$ cat config.mk
export PLATFORM = sky130hd
export DESIGN_NAME = mux_add_decoder
export DESIGN_NICKNAME = d
export VERILOG_FILES = /design/src/rtl/mux_add_decoder_pkg.sv /design/src/rtl/mux_add_decoder_window_counter.sv /design/src/rtl/mux_add_decoder.sv
export SDC_FILE = /design/constraint.sdc
export NUM_CORES = 1
export LEC_CHECK = 0
export ABC_AREA = 1
export BUFFER_PORTS_ARGS = -buffer_cell sky130_fd_sc_hd__buf_2
export CORE_MARGIN = 4
export CORE_UTILIZATION = 49
export DETAILED_ROUTE_END_ITERATION = 16
export GPL_TIMING_DRIVEN = 0
export PLACE_DENSITY_LB_ADDON = 0.12
export SYNTH_ARGS = -nofsm -noshare
export SYNTH_HDL_FRONTEND = slang
export SYNTH_SLANG_ARGS = --single-unit
export TNS_END_PERCENT = 10
$ cat constraint.sdc
create_clock -name clk -period 1.2 [get_ports clk]
set_input_delay 0.06 -clock clk [delete_from_list [all_inputs] [get_ports clk]]
set_output_delay 0.06 -clock clk [all_outputs]
set_load 0.01 [all_outputs]
$ cat src/rtl/mux_add_decoder_pkg.sv
// Shared types and default sizing for the stochastic-to-binary decoder.
package sc_dec_pkg;

   typedef enum logic [1:0] {
      IDLE  = 2'd0,
      ACCUM = 2'd1,
      DONE  = 2'd2
   } state_t;

   localparam int unsigned LOGWIN_DEF  = 8;
   localparam int unsigned LOGINUM_DEF = 3;
   localparam int unsigned WIN_LEN     = 1 << LOGWIN_DEF;
   localparam int unsigned CNT_W       = LOGWIN_DEF + 1;

endpackage

$ cat src/rtl/mux_add_decoder_window_counter.sv
// Window position and ones counter; strobes on the last valid bit of a window.
module sc_window_counter #(
   parameter int unsigned LOGWIN = 8
) (
   input  logic            clk,
   input  logic            rst_n,
   input  logic            i_clr,
   input  logic            i_en,
   input  logic            i_bit,
   output logic            o_last,
   output logic [LOGWIN:0] o_next_count
);

   logic [LOGWIN-1:0] r_win_cnt;
   logic [LOGWIN:0]   r_ones_cnt;

   // ones_cnt is one bit wider than win_cnt so an all-ones window reaches 2^LOGWIN
   assign o_last       = i_en && (r_win_cnt == '1);
   assign o_next_count = r_ones_cnt + {{LOGWIN{1'b0}}, i_bit};

   // Counters clear on an explicit clear or when a window completes
   always_ff @(posedge clk or negedge rst_n) begin
      if (!rst_n) begin
         r_win_cnt  <= '0;
         r_ones_cnt <= '0;
      end else if (i_clr || o_last) begin
         r_win_cnt  <= '0;
         r_ones_cnt <= '0;
      end else if (i_en) begin
         r_win_cnt  <= r_win_cnt + 1'b1;
         r_ones_cnt <= o_next_count;
      end
   end

endmodule

$ cat src/rtl/mux_add_decoder.sv
// Converts the mux-adder stochastic bit stream back to binary over a fixed window.
module mux_add_decoder
   import sc_dec_pkg::*;
#(
   parameter int unsigned LOGWIN     = LOGWIN_DEF,
   parameter int unsigned LOGINUM    = LOGINUM_DEF,
   parameter int unsigned CONTINUOUS = 1
) (
   input  logic                        clk,
   input  logic                        rst_n,
   input  logic                        start,
   input  logic                        in_valid,
   input  logic                        in,
   input  logic                        out_ready,
   output logic                        out_valid,
   output logic [LOGWIN:0]             out_count,
   output logic [LOGWIN+LOGINUM:0]     out_sum,
   output logic                        busy,
   output logic                        overrun
);

   localparam int unsigned SUM_W = LOGWIN + LOGINUM + 1;

   state_t            r_state;
   state_t            w_state_nxt;
   logic              w_en;
   logic              w_last;
   logic [LOGWIN:0]   w_next_count;
   logic              r_out_valid;
   logic [LOGWIN:0]   r_out_count;
   logic [SUM_W-1:0]  r_out_sum;
   logic              r_overrun;

   // start takes priority, so a window completing in a start cycle is discarded
   assign w_en = in_valid && (r_state == ACCUM) && !start;

   sc_window_counter #(
      .LOGWIN (LOGWIN)
   ) u_win (
      .clk          (clk),
      .rst_n        (rst_n),
      .i_clr        (start),
      .i_en         (w_en),
      .i_bit        (in),
      .o_last       (w_last),
      .o_next_count (w_next_count)
   );

   // State register
   always_ff @(posedge clk or negedge rst_n) begin
      if (!rst_n) begin
         r_state <= IDLE;
      end else begin
         r_state <= w_state_nxt;
      end
   end

   // Next-state logic: start from anywhere, one-shot mode parks in DONE
   always_comb begin
      w_state_nxt = r_state;
      if (start) begin
         w_state_nxt = ACCUM;
      end else begin
         case (r_state)
            ACCUM:   if (w_last && (CONTINUOUS == 0)) w_state_nxt = DONE;
            IDLE:    w_state_nxt = IDLE;
            DONE:    w_state_nxt = DONE;
            default: w_state_nxt = IDLE;
         endcase
      end
   end

   // Result registers and valid/ready handshake; a new result overwrites a pending one
   always_ff @(posedge clk or negedge rst_n) begin
      if (!rst_n) begin
         r_out_valid <= 1'b0;
         r_out_count <= '0;
         r_out_sum   <= '0;
      end else if (w_last) begin
         r_out_valid <= 1'b1;
         r_out_count <= w_next_count;
         r_out_sum   <= SUM_W'(w_next_count) << LOGINUM;
      end else if (r_out_valid && out_ready) begin
         r_out_valid <= 1'b0;
      end
   end

   // Sticky overrun flag, cleared by start
   always_ff @(posedge clk or negedge rst_n) begin
      if (!rst_n) begin
         r_overrun <= 1'b0;
      end else if (start) begin
         r_overrun <= 1'b0;
      end else if (w_last && r_out_valid && !out_ready) begin
         r_overrun <= 1'b1;
      end
   end

   assign out_valid = r_out_valid;
   assign out_count = r_out_count;
   assign out_sum   = r_out_sum;
   assign overrun   = r_overrun;
   assign busy      = (r_state == ACCUM);

endmodule

==> results.cfg, run 1 <==
[detailed_routing]
drc = 0
drt-pass1-iter-count = 4
route.antenna.remaining_nets = 0
detailroute.via_count = 1332
wl_met1_mm = 1.48
highest-signal-layer = met4
route.met3.wl_um = 150
dr.first_iter.drc_count = 45
route.met2.wl_mm = 1.59
post_drt_wl_per_cell_um = 11.5
vias_per_cell = 4.66
totalWireLength_mm = 3.30

[placement]
port_buffers = 26
dpl_worst_slack_ns = -0.242
gpl.final_weighted_congestion = 0.880
placement.cell_area_sq_um = 1850
place.detailed.hpwl_mm = 2.30
dp_cells = 270

[floorplanning]
pin_count = 30
core_area_sq_um = 3100
dieArea_sq_um = 4310
floorplan.initialDensity = 0.524
vertical_die_dimension_um = 65.6
chipWidth_um = 65.6
rows = 20

[grt]
grt-ovfl-total = 0
grt_pass1_vias = 1310
grt_antenna_before_repair = 0
globalRouteTotalUtil = 0.180
grt_max_degree = 31
grt_first_pass_wirelength_mm = 5.85

[synth]
synth.yosys.seq_area_share = 0.462
synthTopCellsByCount = 76 x sky130_fd_sc_hd__nand2_1, 30 x sky130_fd_sc_hd__dfrtp_1, 18 x sky130_fd_sc_hd__inv_1
yosysTopAreaCell = sky130_fd_sc_hd__dfrtp_1
syn_area_sq_um = 1630
synth_ff_type = sky130_fd_sc_hd__dfrtp_1
synth_edf_count = 0
netlist_instances = 198
postSynthRegisterBits = 30
synth.area.top_cells = sky130_fd_sc_hd__dfrtp_1 46%, sky130_fd_sc_hd__nand2_1 18%, sky130_fd_sc_hd__buf_4 5.5%, sky130_fd_sc_hd__inv_1 4.2%, sky130_fd_sc_hd__ha_1 2.3%
async_flop_share = 1.00
ys.warnings.count = 0
cell_with_the_most_instances_after_synthesis = sky130_fd_sc_hd__nand2_1
syn_avg_cell_area_sq_um = 8.21
netlist.area_leader.share = 0.462
yosysUniqueCellTypes = 27

[sta]
tns_ns = -1.19
post-route-min-period_ns = 1.30
slew-limit-headroom = 0.564
drv_slew = 0
setup_viols_final = 20
period_share = 1.08
hold_viol = 0
achievable-frequency_ghz = 0.769
whs_ns = 0.00306
worst_slew_pin_slew_ns = 0.653
largest_clock_skew_in_the_final_design_ns = 0.00620
rsz0062_at_grt = yes
layout_setup_ws_ns = -0.100

[setup_path]
timing.critical_path.cells = ha_4, nand2_4, nor2_4, nand2_4, buf_6, nand2_1, nand2_1
timing.setup.critical_path_class = reg2reg
crit_path_top_delay_cell = sky130_fd_sc_hd__dfrtp_1
critical_path.top_delay_family = simple AND/OR/NAND/NOR gates
critPathCaptureType = register
startpoint_type = register
path_buf_inv = 1
required_ns = 1.43
crit_path_max_incr_delay_ns = 0.42
critical_path.max_fanout = 10
worst-endpoint-arrival_ns = 1.53

[cells_and_area]
design_area_sq_um = 2060
instances_no_fill = 286
fill_cells = 296
area.growth.synth_to_final_pct = 26.7
utilization = 0.664
antenna-diode-count = 0
layout-drive-gt1-share = 0.347
layout.nets = 250

[clock_tree]
clock_tree.buffer_depth = 2
clkTransAtPathRegs_ns = 0.09
cts_tree = done
insertion_delay_ns = 0.33
h_tree_level_count = 2
clock_sinks = 30
cts_made_buffers = 5
clock_tree.root_cell = sky130_fd_sc_hd__clkbuf_4

[pwr]
ir_worst_vdd_mv = 0.796
total_power_mw = 1.99
powerDensity_nw_per_um2 = 967
leakagePower_nw = 1.14

[status]
outcome = complete, but fails checks
violations_in_the_final_reports = setup timing

[min_path]
worst_hold_path_type = in2reg

[flow_run]
max-cap-violations = 0
## power by group
| group | internal (mW) | switching (mW) | leakage, nW |
|---|---|---|---|
| sequential | 1.04 | 0.0419 | 0.411 |
| combinational | 0.128 | 0.142 | 0.698 |
| clock | 0.284 | 0.355 | 0.0353 |
## worst register-to-register path, stage by stage, from the launching register on
cell and delay (ns):
sky130_fd_sc_hd__dfrtp_1 0.42, sky130_fd_sc_hd__ha_4 0.17, sky130_fd_sc_hd__nand2_4 0.07, sky130_fd_sc_hd__nor2_4 0.14
sky130_fd_sc_hd__nand2_4 0.11, sky130_fd_sc_hd__buf_6 0.16, sky130_fd_sc_hd__nand2_1 0.08, sky130_fd_sc_hd__nand2_1 0.06
## flip-flops by register name, indices dropped and copies added (netlist names)
name              cells
u_win.r_win_cnt       8
out_valid             1
out_sum               9
r_state               2
overrun               1
u_win.r_ones_cnt      9
## final timing paths
kind                               startpoint                  end  slack (ns)  cells past startpoint
setup / recovery           u_win.r_win_cnt[0]           out_sum[8]       -0.10                      7
hold / removal                      out_ready            out_valid       0.003                      4
setup reg to reg           u_win.r_win_cnt[0]           out_sum[8]       -0.10                      7
max in group asynchronous               rst_n  u_win.r_ones_cnt[8]        0.49                      2
min in group asynchronous               rst_n   u_win.r_win_cnt[6]        0.28                      2
hold reg to reg                   out_sum[11]          out_sum[11]        0.49                      2
## logic make-up after synthesis
| group | after synthesis | share of synthesized area |
|---|---|---|
| simple gates | 111 | 0.318 |
| buf+inv | 34 | 0.116 |
| flops | 30 | 0.462 |
| compound gates | 14 | 0.0523 |
| xor+xnor | 5 | 0.0269 |
| fa+ha+maj | 3 | 0.0231 |
| other cells | 1 | 0.00231 |
## what timing repair did
item / in CTS / in global routing
hold buffers: 2 / 0
cloned: 0 / 0
buffers inserted: 4 / 2
pin swaps: 6 / 5
hold endpoints to repair: 31 / 0
resized for setup: 15 / 9
setup endpoints to repair: 27 / 28
## final cells by class
cell class | instances | area, sq um | area share
buffer | 15 | 124 | 0.0601
clock buffer | 7 | 55.1 | 0.0267
clock inverter | 1 | 5.00 | 0.00243
inverter | 19 | 73.8 | 0.0358
multi-input combinational | 136 | 802 | 0.389
sequential | 30 | 751 | 0.364
tap | 44 | 55.1 | 0.0267
timing repair buffer | 34 | 195 | 0.0947
## cells in the final DEF (no fill, tap or decap), drive strengths merged
cell         instances
dfrtp               30
buf                 47
o21ai               10
ha                   3
clkbuf               7
nand2               80
conb                 3
xor2                 2
a21oi                3
dlygate4sd3          2
nand3b               3
nor3                 2
nand3               11
xnor2                3
nor2                14
a21o                 1
nand4                1
clkinv               1
inv                 19
## routing by layer
layer / vias to the layer above / GRT usage
met5: - / 0
met4: 0 / 0.0959
met3: 7 / 0.0359
met2: 29 / 0.316
met1: 609 / 0.205
li1: 687 / -
(Power assumes the default switching activity.)
==> inputs of run 2 (changes only) <==
--- a/config.mk
+++ b/config.mk
@@ -14,5 +14,6 @@
 export PLACE_DENSITY_LB_ADDON = 0.12
 export SYNTH_ARGS = -nofsm -noshare
 export SYNTH_HDL_FRONTEND = slang
+export SYNTH_HIERARCHICAL = 1
 export SYNTH_SLANG_ARGS = --single-unit
 export TNS_END_PERCENT = 10
==> run 2 against run 1 <==
Design area grew 3.8%. Via count grew 3.5%. The run still ends with setup timing left. Global-route usage fell by 1.1 points. Sequential power is 6% lower. Largest cell class unchanged. Sequential share of layout area down 1.3 points. Highest routed layer unchanged. Register-to-register slack got worse by 0.10 ns.
==> results.cfg, run 2 <==
[status]
outcome = complete, but fails checks
violations_in_the_final_reports = setup timing

[grt]
grt_pass1_vias = 1248
grt_max_degree = 31
grt_antenna_before_repair = 0
globalRouteTotalUtil = 0.169
grt-ovfl-total = 0
grt_first_pass_wirelength_mm = 5.51

[setup_path]
path_buf_inv = 2
crit_path_top_delay_cell = sky130_fd_sc_hd__dfrtp_1
critical_path.max_fanout = 5
worst_setup_path_startpoint = r_state[0]
critPathCaptureType = register
critical_path.top_delay_family = simple AND/OR/NAND/NOR gates
required_ns = 1.41
timing.critical_path.cells = nand2_4, nor2_4, buf_4, nor2_4, inv_4, nand2_1, xor2_1, nor2_1
worst_r2r_startpoint = r_state[0]
worst-endpoint-arrival_ns = 1.61
cp_common_cell = sky130_fd_sc_hd__nor2_4
crit_path_max_incr_delay_ns = 0.41
startpoint_type = register
timing.setup.critical_path_class = reg2reg

[sta]
hold_viol = 0
worst_slew_pin_slew_ns = 0.656
drv_slew = 0
achievable-frequency_ghz = 0.714
slew-limit-headroom = 0.563
rsz0062_at_grt = yes
layout_setup_ws_ns = -0.200
largest_clock_skew_in_the_final_design_ns = 0.0115
setup_viols_final = 28
post-route-min-period_ns = 1.40
period_share = 1.17
tns_ns = -3.65

[floorplanning]
floorplan.initialDensity = 0.518
pin_count = 30
vertical_die_dimension_um = 65.3
rows = 20
dieArea_sq_um = 4260
chipWidth_um = 65.3
core_area_sq_um = 3100

[clock_tree]
clkTransAtPathRegs_ns = 0.09
cts_tree = done
clock_tree.root_cell = sky130_fd_sc_hd__clkbuf_4
insertion_delay_ns = 0.33
clock_sinks = 30
h_tree_level_count = 2
clock_tree.buffer_depth = 2
cts_made_buffers = 5

[synth]
synth_ff_type = sky130_fd_sc_hd__dfrtp_1
netlist.area_leader.share = 0.467
synth.yosys.seq_area_share = 0.467
netlist_instances = 200
async_flop_share = 1.00
syn_avg_cell_area_sq_um = 8.04
synthTopCellsByCount = 60 x sky130_fd_sc_hd__nand2_1, 30 x sky130_fd_sc_hd__dfrtp_1, 26 x sky130_fd_sc_hd__inv_1
postSynthRegisterBits = 30
yosysUniqueCellTypes = 25
synth_edf_count = 0
synth.area.top_cells = sky130_fd_sc_hd__dfrtp_1 47%, sky130_fd_sc_hd__nand2_1 14%, sky130_fd_sc_hd__buf_4 6.1%, sky130_fd_sc_hd__inv_1 6.1%, sky130_fd_sc_hd__nand3_1 4.4%
syn_area_sq_um = 1610
cell_with_the_most_instances_after_synthesis = sky130_fd_sc_hd__nand2_1
ys.warnings.count = 6
yosysTopAreaCell = sky130_fd_sc_hd__dfrtp_1

[cells_and_area]
antenna-diode-count = 0
layout.nets = 262
layout-drive-gt1-share = 0.366
design_area_sq_um = 2140
top_library_cells_by_usage_in_the_layout_fill_and_taps_aside = 54 x sky130_fd_sc_hd__nand2_1, 30 x sky130_fd_sc_hd__dfrtp_1, 26 x sky130_fd_sc_hd__buf_2
area.growth.synth_to_final_pct = 33.0
layout_commonest_cell = sky130_fd_sc_hd__nand2_1
fill_cells = 286

[placement]
gpl.final_weighted_congestion = 0.793
dpl_worst_slack_ns = -0.272
place.detailed.hpwl_mm = 2.21
port_buffers = 26
placement.cell_area_sq_um = 1820

[min_path]
worst_hold_path_type = in2reg
hp-start = start

[pwr]
leakagePower_nw = 1.00
ir_worst_vdd_mv = 0.646
powerDensity_nw_per_um2 = 843

[detailed_routing]
totalWireLength_mm = 3.39
drt-pass1-iter-count = 4
dr.first_iter.drc_count = 48
vias_per_cell = 4.63
detailroute.via_count = 1379
drc = 0
route.antenna.remaining_nets = 0
post_drt_wl_per_cell_um = 11.4

[flow_run]
max-cap-violations = 0
[run 2: per-stage QoR]
stage	total power, mW	utilization	std cells	hold slack [ns]
after floorplan	1.11	-	202	-0.236
after global placement	1.15	0.585	272	0.121
after detailed placement	1.15	0.585	272	0.126
after CTS	1.81	0.652	290	0.0218
after global routing	1.91	0.689	298	0.0351
final	1.80	0.689	298	0.0308
[run 2: tightest hold or removal path, stage by stage]
cell                      delay (ns)
sky130_fd_sc_hd__buf_2          0.14
sky130_fd_sc_hd__inv_1          0.07
sky130_fd_sc_hd__nand2_1        0.05
[run 2: kinds of logic after synthesis]
group           after synthesis  synth area share
simple gates                 97             0.265
buf+inv                      43             0.137
flops                        30             0.467
compound gates               20            0.0732
xor+xnor                      6            0.0327
fa+ha+maj                     3            0.0233
other cells                   1           0.00233
[run 2: timing repair]
action	4_1_cts	5_1_grt
hold buffers	4	0
gates resized for setup	16	18
setup endpoints to repair	28	29
cloned	1	1
pin swaps	6	11
hold endpoints to repair	31	0
setup buffers	5	8
[run 2: per-layer routing]
layer | part of all wire | wire [um] | GRT usage | vias to the layer above
met4 | 0.014 | 47 | 0.0544 | 0
met2 | 0.47 | 1600 | 0.273 | 36
met5 | 0 | 0 | 0 | -
met3 | 0.065 | 221 | 0.0547 | 4
li1 | - | - | - | 711
met1 | 0.45 | 1520 | 0.215 | 628
[run 2: power by group]
part	switching, mW	total (mW)	internal, mW
sequential	0.00746	1.02	1.02
clock	0.333	0.616	0.284
combinational	0.0898	0.162	0.0726
[run 2: layout make-up]
cell class,instances,area [sq um],area share
clock inverters,1,5.00,0.00234
plain buffers,15,124,0.0579
multi-input cells,129,752,0.352
well taps,44,55.1,0.0257
inverters,27,106,0.0497
clock buffers,7,55.1,0.0257
repair buffers,45,290,0.136
flip-flops and latches,30,751,0.351
[run 2: path summary, 6_finish.rpt]
path / to / slack (ns) / cells after the start
max reg2reg: u_win/r_win_cnt[2] / -0.20 / 8
max in group asynchronous: u_win/r_ones_cnt[4] / 0.47 / 2
min in group asynchronous: out_count[3] / 0.30 / 2
max: u_win/r_win_cnt[2] / -0.20 / 8
min: r_state[0] / 0.03 / 3
min reg2reg: u_win/r_ones_cnt[8] / 0.52 / 2
==> inputs of run 3 (changes only) <==
--- a/config.mk
+++ b/config.mk
@@ -7,11 +7,12 @@
 export LEC_CHECK = 0
 export ABC_AREA = 1
 export BUFFER_PORTS_ARGS = -buffer_cell sky130_fd_sc_hd__buf_2
+export CORE_ASPECT_RATIO = 0.75
 export CORE_MARGIN = 4
 export CORE_UTILIZATION = 49
 export DETAILED_ROUTE_END_ITERATION = 16
 export GPL_TIMING_DRIVEN = 0
-export PLACE_DENSITY_LB_ADDON = 0.12
+export PLACE_DENSITY = 0.75
 export SYNTH_ARGS = -nofsm -noshare
 export SYNTH_HDL_FRONTEND = slang
 export SYNTH_HIERARCHICAL = 1
==> run 3 against run 2 <==
The flow still finishes with violations (setup timing). Sequential power about the same. Utilization increased by 1.2 points. Clock power increased by 34%. Register-to-register slack got worse by 0.05 ns. First-iteration DRC count decreased by 25%. Sequential share of layout area increased by 0.10 points. Combinational power decreased by 11%. Power increased by 11%. Largest cell class unchanged.
==> results.cfg, run 3 (same netlist as run 2, synthesis figures left out) <==
[status]
outcome = complete, but fails checks
violations_in_the_final_reports = setup timing

[sta]
achievable-frequency_ghz = 0.691
slew-limit-headroom = 0.560
hold_viol = 0
largest_clock_skew_in_the_final_design_ns = 0.00585
layout_setup_ws_ns = -0.247
rsz0062_at_grt = yes
whs_ns = 0.0462
period_share = 1.21
worst_slew_pin_slew_ns = 0.660
setup_viols_final = 28
post-route-min-period_ns = 1.45
drv_slew = 0

[setup_path]
worst_setup_path_startpoint = r_state[1]
crit_path_max_incr_delay_ns = 0.37
crit_path_top_delay_cell = sky130_fd_sc_hd__dfrtp_1
critPathCaptureType = register
worst-endpoint-arrival_ns = 1.65
timing.critical_path.cells = inv_2, nand2_4, nor2_4, buf_4, nor2_4, nor2_2, nand3_1, nand2_1, nand2_1, nor2_1
worst_r2r_startpoint = r_state[1]
critical_path.max_fanout = 6
timing.setup.critical_path_class = reg2reg
required_ns = 1.40
startpoint_type = register

[grt]
grt_max_degree = 31
grt_antenna_before_repair = 0
globalRouteTotalUtil = 0.170
grt_first_pass_wirelength_mm = 5.45
grt-ovfl-total = 0
grt_pass1_vias = 1183

[cells_and_area]
antenna-diode-count = 0
utilization = 0.701
area.growth.synth_to_final_pct = 32.6
layout_commonest_cell = sky130_fd_sc_hd__nand2_1
design_area_sq_um = 2130
top_library_cells_by_usage_in_the_layout_fill_and_taps_aside = 54 x sky130_fd_sc_hd__nand2_1, 30 x sky130_fd_sc_hd__dfrtp_1, 28 x sky130_fd_sc_hd__buf_2
layout-drive-gt1-share = 0.375
layout.nets = 256

[pwr]
powerDensity_nw_per_um2 = 934
ir_worst_vdd_mv = 0.736
leakagePower_nw = 1.03

[floorplanning]
floorplan.initialDensity = 0.529
dieArea_sq_um = 4270
rows = 17
vertical_die_dimension_um = 57.6
pin_count = 30
core_area_sq_um = 3040
chipWidth_um = 74.1

[clock_tree]
clkTransAtPathRegs_ns = 0.06
h_tree_level_count = 2
clock_tree.root_cell = sky130_fd_sc_hd__clkbuf_8
cts_tree = done
cts_made_buffers = 5
clock_sinks = 30
insertion_delay_ns = 0.28
clock_tree.buffer_depth = 2

[detailed_routing]
vias_per_cell = 4.84
drc = 0
totalWireLength_mm = 3.46
route.antenna.remaining_nets = 0
dr.first_iter.drc_count = 36
drt-pass1-iter-count = 4
post_drt_wl_per_cell_um = 12.1
detailroute.via_count = 1384

[min_path]
worst_hold_path_type = in2reg
hp-start = out_ready

[flow_run]
max-cap-violations = 0

[placement]
placement.cell_area_sq_um = 1810
gpl.final_weighted_congestion = 0.836
place.detailed.hpwl_mm = 2.19
port_buffers = 26
-- run 3: final cells by class --
class,instances,area [sq um]
sequential,30,751
fill,234,910
multi-input combinational,129,779
tap,38,47.5
buffer,16,139
inverter,27,106
timing repair buffer,38,218
clock inverter,1,5.00
clock buffer,7,86.3
-- run 3: repair_timing --
item,CTS,global route
hold endpoints to repair,30,0
resized for setup,18,19
endpoints found under the setup margin,28,28
cloned,0,3
hold buffers,1,0
pin swaps,9,8
setup buffers,3,5
-- run 3: critical path: cells and delay by family, from the launching register on --
kind / cells / cell delay, ns
buffers and inverters: 2 / 0.24
and+or+nand+nor: 8 / 0.76
DFF: 1 / 0.37
-- run 3: power breakdown --
part / total (mW) / switching, mW / internal, mW
clock: 0.823 / 0.361 / 0.462
combinational: 0.144 / 0.0877 / 0.0562
sequential: 1.02 / 0.00688 / 1.02
-- run 3: layer usage --
metal  global-route usage  part of all wire
met1                0.244              0.46
met2                0.235              0.45
met3               0.0687             0.074
met4               0.0465             0.012
met5                    0                 0
-- run 3: metrics by stage --
step / setup TNS, ns / worst slack [ns] / instances / total power [mW]
after floorplan: -1.32 / -0.0971 / 202 / 1.11
after global placement: -5.65 / -0.245 / 266 / 1.15
after detailed placement: -6.19 / -0.264 / 266 / 1.15
after CTS: -3.83 / -0.184 / 278 / 2.00
after global routing: -6.26 / -0.324 / 286 / 2.10
final: -3.89 / -0.247 / 286 / 1.99
-- run 3: path summary, 6_finish.rpt --
path	endpoint	slack, ns	cells after the start
worst max register to register	u_win/r_win_cnt[6]	-0.25	10
worst min-delay path	overrun	0.05	4
max in group asynchronous	out_count[6]	0.42	2
worst min register to register	r_state[1]	0.48	1
worst max-delay path	u_win/r_win_cnt[6]	-0.25	10
min in group asynchronous	u_win/r_ones_cnt[8]	0.35	2
